===== src/rtl/product_accum_pkg.sv =====
// Shared types and helpers for the product accumulator: FSM state encoding
// and the width of the per-batch product counter.
package product_accum_pkg;

  typedef enum logic {
    ACCUM = 1'b0,
    HOLD  = 1'b1
  } accum_state_t;

  // Counter must represent 0..n_terms inclusive.
  function automatic int count_width(input int n_terms);
    return $clog2(n_terms + 1);
  endfunction

endpackage


===== src/rtl/product_accumulator_sat_add.sv =====
// Combinational accumulate step: widens the add by one bit, then clamps or
// wraps the result and reports whether the add overflowed SUM_W bits.
module sat_add #(
  parameter int IN_W     = 4,
  parameter int SUM_W    = 8,
  parameter int SATURATE = 1
) (
  input  logic [SUM_W-1:0] acc,
  input  logic [IN_W-1:0]  addend,
  output logic [SUM_W-1:0] result,
  output logic             carry
);

  logic [SUM_W:0] wide;

  assign wide  = {1'b0, acc} + {{(SUM_W + 1 - IN_W){1'b0}}, addend};
  assign carry = wide[SUM_W];

  always_comb begin
    result = wide[SUM_W-1:0];
    if (carry && (SATURATE != 0)) result = '1;
  end

endmodule


===== src/rtl/product_accumulator.sv =====
// Sums fixed batches of N_TERMS unsigned products and hands each batch total
// to a valid/ready consumer, stalling the product stream while it waits.
module product_accumulator
  import product_accum_pkg::*;
#(
  parameter int IN_W     = 4,
  parameter int SUM_W    = 8,
  parameter int N_TERMS  = 4,
  parameter int SATURATE = 1,
  localparam int CNT_W   = count_width(N_TERMS)
) (
  input  logic             clk,
  input  logic             rst,
  input  logic [IN_W-1:0]  prod,
  input  logic             prod_valid,
  output logic             prod_ready,
  input  logic             clear,
  output logic [SUM_W-1:0] sum,
  output logic             sum_valid,
  input  logic             sum_ready,
  output logic             ovf,
  output logic [CNT_W-1:0] count
);

  accum_state_t     state_q, state_d;
  logic [SUM_W-1:0] sum_q, sum_d;
  logic [CNT_W-1:0] count_q, count_d;
  logic             ovf_q, ovf_d;

  logic [SUM_W-1:0] add_result;
  logic             add_carry;

  sat_add #(
    .IN_W     (IN_W),
    .SUM_W    (SUM_W),
    .SATURATE (SATURATE)
  ) u_sat_add (
    .acc    (sum_q),
    .addend (prod),
    .result (add_result),
    .carry  (add_carry)
  );

  // NOTE: every signal is given its hold value first so no path through the
  // case below can leave one unassigned and infer a latch.
  always_comb begin
    state_d = state_q;
    sum_d   = sum_q;
    count_d = count_q;
    ovf_d   = ovf_q;

    if (clear) begin
      state_d = ACCUM;
      sum_d   = '0;
      count_d = '0;
      ovf_d   = 1'b0;
    end else begin
      unique case (state_q)
        ACCUM: begin
          if (prod_valid) begin
            sum_d   = add_result;
            ovf_d   = ovf_q | add_carry;
            count_d = count_q + CNT_W'(1);
            if (count_q == CNT_W'(N_TERMS - 1)) state_d = HOLD;
          end
        end
        HOLD: begin
          if (sum_ready) begin
            state_d = ACCUM;
            sum_d   = '0;
            count_d = '0;
            ovf_d   = 1'b0;
          end
        end
        default: state_d = ACCUM;
      endcase
    end
  end

  // NOTE: state registers use non-blocking assignments so every flop samples
  // the pre-edge values regardless of statement order.
  always_ff @(posedge clk) begin
    if (rst) begin
      state_q <= ACCUM;
      sum_q   <= '0;
      count_q <= '0;
      ovf_q   <= 1'b0;
    end else begin
      state_q <= state_d;
      sum_q   <= sum_d;
      count_q <= count_d;
      ovf_q   <= ovf_d;
    end
  end

  // Handshake outputs come straight from the state flop; no input reaches them.
  assign prod_ready = (state_q == ACCUM);
  assign sum_valid  = (state_q == HOLD);
  assign sum        = sum_q;
  assign count      = count_q;
  assign ovf        = ovf_q;

endmodule

===== config.mk =====
export PLATFORM = sky130hd
export DESIGN_NAME = product_accumulator
export DESIGN_NICKNAME = d
export VERILOG_FILES = /design/src/rtl/product_accum_pkg.sv /design/src/rtl/product_accumulator_sat_add.sv /design/src/rtl/product_accumulator.sv
export SDC_FILE = /design/constraint.sdc
export NUM_CORES = 1
export LEC_CHECK = 0
export CORE_MARGIN = 2
export CORE_UTILIZATION = 40
export DETAILED_ROUTE_END_ITERATION = 6
export PLACE_DENSITY = 0.81
export SYNTH_ARGS = -nofsm -noshare
export SYNTH_HDL_FRONTEND = slang
export SYNTH_SLANG_ARGS = --single-unit

===== constraint.sdc =====
create_clock -name clk -period 1.9 [get_ports clk]
set_clock_uncertainty 0.15 [all_clocks]
set_input_delay 0.38 -clock clk [delete_from_list [all_inputs] [get_ports clk]]
set_output_delay 0.38 -clock clk [all_outputs]
set_load 0.05 [all_outputs]

==> flow_metrics.env <==
export IMPL_drt_pass1_iterations=4
export IMPL_hold_path_startpoint="ovf"
export IMPL_leakage_uw=0.000464
export IMPL_synth_yosys_seq_area_share_pct=34.9
export IMPL_timing_max_cap_violations=0
export IMPL_worstHoldEndpoint="ovf"
export IMPL_cts_root_buf="clkbuf_4"
export IMPL_start_kind="register"
export IMPL_synthToLayoutAreaGrowth_pct=53.4
export IMPL_hpwlAfterDp_mm=1.38
export IMPL_finalNetCount=135
export IMPL_final_hold_violation_count=0
export IMPL_fill_cells=162
export IMPL_vias_per_cell=5.36
export IMPL_final_design_area_no_fill_sq_um=1140
export IMPL_finalMaxSlewViolations=0
export IMPL_postSynthAreaPerCell_sq_um=8.98
export IMPL_outcome="complete, but fails checks"
export IMPL_postSynthNetCount=99
export IMPL_gr_usage_all_layers_pct=19.4
export IMPL_placeableCoreArea_sq_um=1750
export IMPL_row_count=15
export IMPL_start_util_pct=42.7
export IMPL_ff2ff_path_depth=6
export IMPL_detail_route_drc_violations=0
export IMPL_period_needed_ns=1.91
export IMPL_path_max_fanout=4
export IMPL_chipHeight_um=47.2
export IMPL_finalCritPeriodShare_pct=100
export IMPL_synth_seq_cells=13
export IMPL_violations="setup timing"
export IMPL_cts_htree_levels=1
export IMPL_vdd_ir_drop_worst_v=0.000311
export IMPL_timing_slew_headroom_pct=76.6
export IMPL_finalWorstSetupSlack_ns=-0.00777
export IMPL_grt_start_max_net_pins=11
export IMPL_cp_data_required_time_ns=1.90
export IMPL_cts_tree="built"
export IMPL_worst_setup_path_type="register to register"
export IMPL_setup_viol_count_final=1
export IMPL_syn_instance_count=83
export IMPL_dieWidth_um=47.2
export IMPL_cts_buffers=3
export IMPL_worst_pin_slew_ns=0.347
export IMPL_clock_insertion_delay_worst_skew_ns=0.28
export IMPL_grt_overflow=0
export IMPL_holdPathStages=2
export IMPL_setup_worst_path_end_class="register"
export IMPL_max_freq_ghz=0.524
export IMPL_timing_reg2reg_setup_slack_ns=-0.008
export IMPL_worst_ep_arrival_time_ns=1.91
export IMPL_power_per_cell_area_nw_per_um2=510
export IMPL_port_buffer_count=22
export IMPL_drt_total_wl_mm=1.89
export IMPL_worstReg2RegEnd="sum[7]"
export IMPL_syn_cell_area_sq_um=746
export IMPL_synth_enable_flop_cells=0
export IMPL_detailroute_via_count=766
export IMPL_post_cts_hold_buffer_count=0
export IMPL_gp_congestion=0.844
export IMPL_wl_per_cell_um=13.2
export IMPL_hold_path_class="register to register"
export IMPL_synthFlopType="dfxtp_1"
export IMPL_antenna_cells_inserted=0
export IMPL_synth_cell_types=33
export IMPL_detailed_place_area_sq_um=1060
export IMPL_total_negative_slack_ns=-0.00777
export IMPL_final_core_utilization_pct=65.5
export IMPL_yosysWarningCount=0
export IMPL_grt_setup_unrepaired="yes"
export IMPL_grt_pass1_wl_mm=3.04
export IMPL_number_of_antenna_violations_at_the_first_check_in_global_routing=0
export IMPL_fp_dieArea_sq_um=2230
export IMPL_clockBufferDepth=2
export IMPL_synthArstFlopShare_pct=0
export IMPL_antenna_left=0
export IMPL_num_clock_sinks=13
export IMPL_rr_startpoint="sum[0]"
export IMPL_clock_pin_slew_reported_for_the_worst_setup_and_hold_paths_after_clock_tree_synthesis_ns=0.08
export IMPL_drt_first_iter_violations=8
export IMPL_layout_drive_gt1_share_pct=42.4
export IMPL_boundaryPins=23
export IMPL_vias_in_the_first_global_route=755
==> through the flow <==
step           std cells  worst slack (ns)  total power, uW  hold slack [ns]
5_1_grt              143           -0.0404              613            0.349
3_5_place_dp         137            -0.560              407            0.303
2_1_floorplan         83           -0.0291              354            0.403
6_report             143          -0.00777              584            0.311
4_1_cts              143           -0.0522              590            0.314
3_3_place_gp         137            -0.514              404            0.300
==> placed cells by master (no fill, tap or decap), types with 3 or more instances in the layout <==
| master | count |
|---|---|
| nor2_1 | 8 |
| ha_1 | 3 |
| dfxtp_1 | 8 |
| a22oi_1 | 4 |
| nand2_1 | 5 |
| dfxtp_2 | 4 |
| a21oi_1 | 10 |
| buf_4 | 26 |
| clkdlybuf4s50_1 | 4 |
| ha_4 | 3 |
| clkbuf_4 | 3 |
| dlygate4sd2_1 | 3 |
==> cells in the mapped netlist (all sizes together) (2+ instances only) <==
master | count | share of area, %
ha | 6 | 10
or4 | 2 | 2.5
a21oi | 11 | 7.4
nor2 | 9 | 4.5
dfxtp | 13 | 35
nand3 | 3 | 2.7
clkbuf | 2 | 1.0
a31oi | 2 | 1.7
or3 | 2 | 2.0
inv | 2 | 1.0
and3 | 2 | 1.7
a211oi | 2 | 3.7
xor2 | 2 | 2.3
nand2 | 5 | 2.5
a22oi | 4 | 4.0
a21o | 2 | 2.0
==> what timing repair did <==
action	4_1_cts	5_1_grt
gates resized for setup	10	3
pin swaps	10	5
setup endpoints to repair	9	4
endpoints found under the hold margin	0	0
setup buffers	2	0
==> worst max-delay path, cell delays in order (launching register included) <==
cell and delay [ns]:
dfxtp_4 0.35, ha_4 0.16, fa_2 0.36, a211oi_4 0.27, nor2_2 0.09, nor4_1 0.26
o22ai_1 0.14
==> area by class of cell <==
cell class / count / area (sq um) / area share (%)
multi-input combinational: 65 / 538 / 47.0
timing repair buffer: 34 / 272 / 23.7
sequential: 13 / 269 / 23.5
tap: 25 / 31.3 / 2.74
clock buffer: 4 / 26.3 / 2.30
inverter: 2 / 7.51 / 0.656
==> how the worst max path moves through the flow <==
stage	start	endpoint	slack, ns	depth (start not counted)
4_1_cts	sum[0]	sum[7]	-0.05	6
6_report	sum[0]	sum[7]	-0.008	6
3_5_place_dp	prod[0]	sum[7]	-0.56	7
2_1_floorplan	sum[0]	sum[7]	-0.03	6
3_3_place_gp	prod[0]	sum[7]	-0.51	7
5_1_grt	sum[0]	sum[7]	-0.04	6
==> state kept, by name, summed over array words and instances, names as in the netlist <==
name       flops
count          3
ovf            1
sum            8
sum_valid      1
==> power breakdown <==
group | internal [uW] | switching, uW | total (uW)
Clock | 81.5 | 94.5 | 176
Combinational | 60.1 | 64.6 | 125
Sequential | 277 | 6.07 | 283
Total | 419 | 165 | 584
==> cells by family (layout without fill, tap and decap cells) <==
family	Yosys count	count (layout)	share of synthesized area, %
AND/OR/NAND/NOR	28	28	21.0
buffers and inverters	5	40	2.68
adder cells (fa/ha/maj)	7	7	12.8
flip-flops	13	13	34.9
AO/OA/AOI/OAI	28	28	26.3
XOR/XNOR	2	2	2.35
==> layer usage <==
metal  share of wire, %  track usage [%]  up-vias  routed length (um)
li1                   -                -      382                   -
met1                 45             22.6      359                 850
met2                 49             35.3       21                 933
met3                4.2             2.31        4                  79
met4                1.4             8.33        0                  27
met5                  0                0        -                   0
No activity file was read; power rests on OpenSTA's default activity.
